<file path="src/rtl/key_event_if.sv">
// Key event bundle between a per-key debouncer/driver (master) and the gesture decoder (slave).
interface key_event_if;
    logic key_state;
    logic evt_single;
    logic evt_double;
    logic evt_long;
    logic evt_repeat;
    logic key_busy;

    modport master (
        output key_state,
        input  evt_single,
        input  evt_double,
        input  evt_long,
        input  evt_repeat,
        input  key_busy
    );

    modport slave (
        input  key_state,
        output evt_single,
        output evt_double,
        output evt_long,
        output evt_repeat,
        output key_busy
    );
endinterface

</file>
<file path="src/rtl/key_event_decoder.sv">
// Classifies a debounced key level into single/double/long press pulses.
// Optional macro KEY_REPEAT_EN adds auto-repeat pulses while a long press is held.
//
// state     | meaning
// IDLE      | key released, waiting for a new press
// PRESS1    | first press held, timing toward a long press
// WAIT_GAP  | first press released, waiting for a second press
// WAIT_REL  | double press reported, waiting for release
// LONG_HOLD | long press reported, waiting for release (repeats if enabled)
module key_event_decoder #(
    parameter logic [24:0] LONG_CNT   = 25'd27_000_000,
    parameter logic [24:0] GAP_CNT    = 25'd8_100_000,
    parameter logic [24:0] REPEAT_CNT = 25'd5_400_000
) (
    input logic        sys_clk,
    input logic        rst_in,
    key_event_if.slave kev
);

    typedef enum logic [2:0] {
        IDLE,
        PRESS1,
        WAIT_GAP,
        WAIT_REL,
        LONG_HOLD
    } state_t;

    state_t      state;
    state_t      state_nx;
    logic [24:0] cnt;
    logic [24:0] cnt_nx;
    logic [24:0] cnt_tc;
    logic        cnt_done;
    logic        key_prev;
    logic        key_rise;

    logic        single_q, double_q, long_q, busy_q;
    logic        single_nx, double_nx, long_nx;

    assign key_rise = kev.key_state & ~key_prev;

    // One shared counter; its terminal value depends on which interval is being timed.
    always_comb begin
        cnt_tc = '0;
        case (state)
            PRESS1:    cnt_tc = LONG_CNT - 25'd1;
            WAIT_GAP:  cnt_tc = GAP_CNT - 25'd1;
            LONG_HOLD: cnt_tc = REPEAT_CNT - 25'd1;
            default:   cnt_tc = '0;
        endcase
    end

    assign cnt_done = (cnt == cnt_tc);

`ifdef KEY_REPEAT_EN
    logic repeat_q;
    logic repeat_nx;
`endif

    always_comb begin
        state_nx  = state;
        cnt_nx    = cnt;
        single_nx = 1'b0;
        double_nx = 1'b0;
        long_nx   = 1'b0;
`ifdef KEY_REPEAT_EN
        repeat_nx = 1'b0;
`endif
        case (state)
            IDLE: begin
                if (key_rise) state_nx = PRESS1;
            end
            PRESS1: begin
                if (!kev.key_state) begin
                    state_nx = WAIT_GAP;
                end else if (cnt_done) begin
                    long_nx  = 1'b1;
                    state_nx = LONG_HOLD;
                end else begin
                    cnt_nx = cnt + 25'd1;
                end
            end
            WAIT_GAP: begin
                if (kev.key_state) begin
                    double_nx = 1'b1;
                    state_nx  = WAIT_REL;
                end else if (cnt_done) begin
                    single_nx = 1'b1;
                    state_nx  = IDLE;
                end else begin
                    cnt_nx = cnt + 25'd1;
                end
            end
            WAIT_REL: begin
                if (!kev.key_state) state_nx = IDLE;
            end
            LONG_HOLD: begin
                if (!kev.key_state) begin
                    state_nx = IDLE;
`ifdef KEY_REPEAT_EN
                end else if (cnt_done) begin
                    repeat_nx = 1'b1;
                    cnt_nx    = '0;
                end else begin
                    cnt_nx = cnt + 25'd1;
`endif
                end
            end
            default: state_nx = IDLE;
        endcase
        if (state_nx != state) cnt_nx = '0;
    end

    always_ff @(posedge sys_clk or posedge rst_in) begin
        if (rst_in) begin
            state    <= IDLE;
            cnt      <= '0;
            key_prev <= 1'b1;
            single_q <= 1'b0;
            double_q <= 1'b0;
            long_q   <= 1'b0;
            busy_q   <= 1'b0;
        end else begin
            state    <= state_nx;
            cnt      <= cnt_nx;
            key_prev <= kev.key_state;
            single_q <= single_nx;
            double_q <= double_nx;
            long_q   <= long_nx;
            busy_q   <= (state_nx != IDLE);
        end
    end

`ifdef KEY_REPEAT_EN
    always_ff @(posedge sys_clk or posedge rst_in) begin
        if (rst_in) repeat_q <= 1'b0;
        else        repeat_q <= repeat_nx;
    end
    assign kev.evt_repeat = repeat_q;
`else
    assign kev.evt_repeat = 1'b0;
`endif

    assign kev.evt_single = single_q;
    assign kev.evt_double = double_q;
    assign kev.evt_long   = long_q;
    assign kev.key_busy   = busy_q;

endmodule

</file>
<file path="src/flat_wrapper.sv">
// flat-port wrapper written by rule: the top's interface ports become plain ports
module key_event_decoder_flat 
#(
    parameter logic [24:0] LONG_CNT   = 25'd27_000_000,
    parameter logic [24:0] GAP_CNT    = 25'd8_100_000,
    parameter logic [24:0] REPEAT_CNT = 25'd5_400_000
)
  (sys_clk, rst_in, kev_key_state, kev_evt_single, kev_evt_double, kev_evt_long, kev_evt_repeat, kev_key_busy);
  key_event_if kev_i ();
  input logic sys_clk;
  input logic rst_in;
  input wire logic [$bits(kev_i.key_state)-1:0] kev_key_state;
  output wire logic [$bits(kev_i.evt_single)-1:0] kev_evt_single;
  output wire logic [$bits(kev_i.evt_double)-1:0] kev_evt_double;
  output wire logic [$bits(kev_i.evt_long)-1:0] kev_evt_long;
  output wire logic [$bits(kev_i.evt_repeat)-1:0] kev_evt_repeat;
  output wire logic [$bits(kev_i.key_busy)-1:0] kev_key_busy;
  assign kev_i.key_state = kev_key_state;
  assign kev_evt_single = kev_i.evt_single;
  assign kev_evt_double = kev_i.evt_double;
  assign kev_evt_long = kev_i.evt_long;
  assign kev_evt_repeat = kev_i.evt_repeat;
  assign kev_key_busy = kev_i.key_busy;
  key_event_decoder #(.LONG_CNT(LONG_CNT), .GAP_CNT(GAP_CNT), .REPEAT_CNT(REPEAT_CNT)) u_core (.sys_clk(sys_clk), .rst_in(rst_in), .kev(kev_i));
endmodule
</file>
<file path="config.mk">
export PLATFORM = sky130hd
export DESIGN_NAME = key_event_decoder_flat
export DESIGN_NICKNAME = d
export VERILOG_FILES = /design/src/rtl/key_event_if.sv /design/src/rtl/key_event_decoder.sv /design/src/flat_wrapper.sv
export SDC_FILE = /design/constraint.sdc
export NUM_CORES = 1
export LEC_CHECK = 0
export ABC_AREA = 1
export CAP_MARGIN = 20
export CORE_UTILIZATION = 44
export CTS_BUF_LIST = sky130_fd_sc_hd__clkbuf_4 sky130_fd_sc_hd__clkbuf_8
export DETAILED_ROUTE_END_ITERATION = 10
export PLACE_DENSITY = 0.66
export SLEW_MARGIN = 25
export SYNTH_ARGS = -nofsm -noshare
export SYNTH_HDL_FRONTEND = slang
export SYNTH_SLANG_ARGS = --single-unit
</file>
<file path="constraint.sdc">
create_clock -name sys_clk -period 5.4 [get_ports sys_clk]
set_input_delay 0.81 -clock sys_clk [delete_from_list [all_inputs] [get_ports sys_clk]]
set_output_delay 0.81 -clock sys_clk [all_outputs]
set_load 0.005 [all_outputs]
</file>
# ---- After elaboration in Yosys (flattened, before gate mapping)
# Index checks and enable logic that the tools add are counted.
dict set report op_classes {
  bitwise 2
  n_div 0
  mux 20
  mul 0
  shift 0
  order_cmp 0
  reduce_logical 5
  n_addsub 1
  eq_ne 8
}
# op count
set ops {}
lappend ops {{two-way mux 25 bit} 4}
lappend ops {{case mux 25 bit (3 select lines)} 1}
lappend ops {{case mux 25 bit (2 select lines)} 1}
lappend ops {{adder 25 x 1 -> 25 bit, second input constant} 1}
lappend ops {{equality test 25 bit} 1}
lappend ops {{two-way mux 3 bit} 6}
lappend ops {{case mux 3 bit (4 select lines)} 1}
lappend ops {{two-way mux 1 bit} 7}
lappend ops {{equality test 3 x 2 -> 1 bit, second input constant} 2}
lappend ops {{inequality test 3 x 2 -> 1 bit, second input constant} 2}
lappend ops {{nonzero test 3 bit} 2}
lappend ops {{equality test 3 x 1 -> 1 bit, second input constant} 1}
lappend ops {{equality test 3 bit, second input constant} 1}
lappend ops {{logical NOT 3 bit} 1}
lappend ops {{inequality test 3 bit} 1}
lappend ops {{AND reduction 3 bit} 1}
lappend ops {{OR reduction 2 bit} 1}
lappend ops {{AND 1 bit} 1}
lappend ops {{NOT 1 bit} 1}
dict set report word_totals {
  regBits 33
  ramBits 0
  n_memories 0
  romBits 0
  latchBits 0
  output_inout_bits 5
  inputBits 3
  word_cells 43
}

# ---- Depth between registers and ports, before layout
dict set report depth {
  depth_word 9
  depth_mapped 17
  ltp_nobuf 15
}

# ---- Least setup slack after synthesis
# No wires, ideal clock.
dict set report synth_path {
  path_type {reg2reg}
  from {reg u_core.state[2]}
  to {reg u_core.cnt[13]}
  setup_slack_ns 3.392
  required_time_ns 5.281
  setup_ns 0.119
  t_arrival_ns 1.889
  path_buffers 3
  stages_incl_launch_ff 17
  period_less_slack_ns 2.008
  path_cell_list {dfrtp_1 -> buf_4 -> clkinv_2 -> nand3_2 -> buf_6 -> nand2_1 -> nand2_1 -> nand2_1 -> nand2_1 -> nor2_2 -> nand3_4 -> nand2_4 -> inv_2 -> buf_4 -> nand3_1 -> xor2_1 -> nor2_2}
}
dict set report synth_via {
  elab_chain_cells 9
  word_cells_on_any_way 25
  classes_between {eq/ne: 8; mux: 13; reduce/logical: 4}
}
# element line_no
set synth_lines {}
lappend synth_lines {{start, declared} key_event_decoder.sv:28} ;# state_t state;
lappend synth_lines {{start signal, assigned} key_event_decoder.sv:124} ;# state <= state_nx;
lappend synth_lines {{equality test 3 bit (tied with other cells)} {key_event_decoder.sv:45, key_event_decoder.sv:69}}
lappend synth_lines {{case mux 25 bit (3 select lines)} key_event_decoder.sv:45} ;# case (state)
lappend synth_lines {{equality test 25 bit} key_event_decoder.sv:53} ;# assign cnt_done = (cnt == cnt_tc);
lappend synth_lines {{two-way mux 3 bit (on tied branches)} {key_event_decoder.sv:87, key_event_decoder.sv:76}}
lappend synth_lines {{two-way mux 3 bit (on tied branches)} {key_event_decoder.sv:84, key_event_decoder.sv:74}}
lappend synth_lines {{case mux 3 bit (4 select lines)} key_event_decoder.sv:69} ;# case (state)
lappend synth_lines {{inequality test 3 bit} key_event_decoder.sv:111} ;# if (state_nx != state) cnt_nx = '0;
lappend synth_lines {{inequality test 3 x 2 -> 1 bit (no line) or nonzero test 3 bit (tied branches)} --}
lappend synth_lines {{AND reduction 3 bit (no line)} --}
lappend synth_lines {{end signal, assigned} key_event_decoder.sv:125} ;# cnt <= cnt_nx;
lappend synth_lines {{end, declared} key_event_decoder.sv:30} ;# logic [24:0] cnt;
# Several ways; a longest one is shown, not always the timed one. The select of a mux whose other input is x is not followed.
# A chain may end at the register's enable or synchronous reset.

# ---- Final worst setup path
dict set report layout_path {
  from {in kev_key_state}
  to {reg u_core.cnt[24]}
}
dict set report layout_via {
  elab_chain_cells 6
  word_cells_on_any_way 12
  classes_between {eq/ne: 3; mux: 6; bitwise: 1; reduce/logical: 2}
}
# element line_no
set layout_lines {}
lappend layout_lines {{start, declared} flat_wrapper.sv:12} ;# input wire logic [$bits(kev_i.key_state)-1:0] kev_key_state;
lappend layout_lines {{AND 1 bit} key_event_decoder.sv:40} ;# assign key_rise = kev.key_state & ~key_prev;
lappend layout_lines {{two-way mux 3 bit} key_event_decoder.sv:71} ;# if (key_rise) state_nx = PRESS1;
lappend layout_lines {{case mux 3 bit (4 select lines)} key_event_decoder.sv:69}
lappend layout_lines {{inequality test 3 bit} key_event_decoder.sv:111}
lappend layout_lines {{inequality test 3 x 2 -> 1 bit (no line) or nonzero test 3 bit (tied branches)} --}
lappend layout_lines {{AND reduction 3 bit (no line)} --}
# Several ways; a longest one is shown, not always the timed one.

==> results.txt <==
Placer Congestion: 0.900
grt ovf: 0
most frequent cells in the layout: 81 x nand2_1, 41 x nor2_1, 32 x dfrtp_1
crit path max-delay cell type: clkdlybuf4s50_1
cell taking the most area after synthesis: dfrtp_1
grt met3 use: 4.72%
net switching power figure: 374 uW
clk slew on worst S/H paths: 0.07 ns
# port buffers: 6
Worst VDD drop: 0.112 mV
RSZ-0062 raised after global routing: false
max-cap violations: 0
synthesized area: 2170 um2
largest cells by area after synthesis: dfrtp_1 37%, nand2_1 14%, nor2_2 7.2%
TritonCTS Buffers: 5
Fillers: 465
share of cells above drive strength 1: 15.6%
global route hottest layer: met2
Hold Path Class: reg -> reg
Diodes inserted: 0
Placed Instances: 367
routed vias: 1824
Synth Register Bits: 33
Setup TNS: 0 ns
final std cells w/o fill: 375
cell leakage power: 1.07 nW
Seq pwr share: 33.0%
clock skew: 0.00802 ns
Initial Util: 45.9%
Setup CP Type: in -> reg
clock sink count: 33
syn_area_per_cell: 7.21 um2
largest family of logic cells by synthesized area: simple AND/OR/NAND/NOR gates
status: completed
Switching Fraction: 43.8%
Worst Path Arrival: 2.73 ns
initial antenna violation count: 0
crit share post-route: 47.6%
post-synthesis xor/xnor area fraction: 6.46%
leading cell type in the layout, fill and taps excluded: nand2_1
worst path cell trace: clkdlybuf4s50_1 > inv_1 > nor2_2 > nor2_1 > nor2_2 > nand2_4 > inv_2 > nand3_1 > xor2_1 > nor2_1
IO Count: 8
Die Footprint: 5220 um2
placed cell area: 2250 um2
post_cts resized: 0
CP max stage delay: 0.58 ns
fin. max-slew vios: 0
complex-gate fraction of the synthesized area: 2.48%
Data required, critical path: 5.56 ns
M2 GR Usage: 32.5%
pin count of the biggest net entering global routing: 34
chip width: 72.2 um
DRT Pass-1 Iters: 4
maximum clock rate: 389 MHz
Int Pwr: 478 uW
Post-DP HPWL: 3.46 mm
Syn Inst Count: 301
Hold Fails Final Rpt: 0
Netlist cell types: 29
post-synth top area share: 36.9%
site row count: 25
CORE AREA: 4720 um2
Iteration-0 DRC Markers: 134
Critical Path End Type: flop
drt wl/cell: 12.1 um
final instance area: 2350 um2
H-tree depth: 2
clock root buffer: clkbuf_8
CTS tree: built
Reg area: 827 um2
Synth Area in Adders: 0.577%
Final ANT Viol Nets: 0
Comb pwr share: 43.3%
vias per cell: 4.86
maximum fanout along the worst path: 11
Critical Path Start Type: input pin
Syn Nets: 305
Clk pwr share: 23.7%
Area growth, synth to finish: 8.19%
worst setup margin: 2.83 ns
area occupied by multi-input gates: 1150 um2
M1 GR Usage: 27.0%
CTS Buffer Depth: 2
DRC: 0
Setup violations, final: 0
post-synthesis simple-gate area fraction: 43.3%
nets: 311
post-synthesis mux area share: 0%
final wirelength: 4.55 mm
Seq/Total Area, Yosys: 38.1%
Final min period: 2.57 ns
yosys synthesis warning count: 0
Die Ht: 72.2 um
Post-CTS Setup Repair Bufs: 0
first-pass GRT wire length: 8.16 mm
clk_lat worst skew: 0.29 ns
vias in the first global route: 1708
PD cells: 363 nW/um2
CTS Hold Bufs: 0
Tot GR Track Use: 20.3%
Place WS: 2.55 ns
routing by layer:
| metal | wire length, um | part of all wire (%) |
|---|---|---|
| met1 | 2170 | 48 |
| met4 | 80 | 1.8 |
| met5 | 0 | 0 |
| met3 | 166 | 3.7 |
| met2 | 2130 | 47 |
state kept, by name, summed over array words and instances, names as in the netlist:
register / cells
u_core.cnt: 25
u_core.state: 3
u_core.kev.evt_double: 1
u_core.kev.evt_long: 1
u_core.kev.evt_single: 1
u_core.kev.key_busy: 1
u_core.key_prev: 1
critical path, delay by kind of cell:
family / cells / cell delay (ns)
XOR/XNOR: 1 / 0.15
buffers and inverters: 3 / 0.90
AND/OR/NAND/NOR: 6 / 0.85
synth_stat cells, drive strengths merged:
cell,instances
inv,31
o21bai,2
ha,1
conb,1
nor4,2
clkinv,1
nor2,66
or3,1
clkbuf,1
xor2,15
nand2,87
nand3,28
a31o,1
dfrtp,32
dfstp,1
buf,7
nand3b,1
xnor2,1
nor3,9
nand4,7
a21oi,1
o21ai,5
per-stage QoR:
step                      total power, mW  hold slack (ns)  utilization (%)
after floorplan                     0.623            0.526                -
after global placement              0.657            0.558             47.6
after detailed placement            0.657            0.569             47.6
after CTS                           0.861            0.584             49.7
after global routing                0.924            0.631             49.7
final                               0.852            0.573             49.7
worst paths after layout:
check                                   to  slack (ns)  cells past startpoint             from
hold / removal              u_core.cnt[24]        0.57                      2   u_core.cnt[24]
setup reg to reg            u_core.cnt[24]        3.01                     15  u_core.state[2]
min in group asynchronous   u_core.cnt[23]        0.91                      3           rst_in
setup / recovery            u_core.cnt[24]        2.83                     10    kev_key_state
hold reg to reg             u_core.cnt[24]        0.57                      2   u_core.cnt[24]
max in group asynchronous  u_core.key_prev        4.17                      3           rst_in
power by group through the flow:
stage          Combinational (mW)  Sequential [mW]  Clock (mW)
2_1_floorplan               0.340            0.283           0
3_3_place_gp                0.371            0.285           0
3_5_place_dp                0.371            0.286           0
4_1_cts                     0.372            0.281       0.208
5_1_grt                     0.421            0.283       0.220
6_report                    0.369            0.281       0.202
area by class of cell:
type | count | area share (%)
clock buffers | 8 | 4.16
multi-input cells | 228 | 49.0
well taps | 67 | 3.57
repair buffers | 7 | 2.88
inverters | 32 | 5.17
flip-flops and latches | 33 | 35.2
kinds of logic (layout without fill, tap and decap cells):
| logic type | count (synthesis) | after routing |
|---|---|---|
| AOI/OAI and AO/OA | 9 | 9 |
| xor gates and xnor gates | 16 | 16 |
| adders and majority gates | 1 | 1 |
| buffers and inverters | 40 | 47 |
| DFF | 33 | 33 |
| other | 1 | 1 |
| and+or+nand+nor | 201 | 201 |
(Power assumes the default switching activity.)
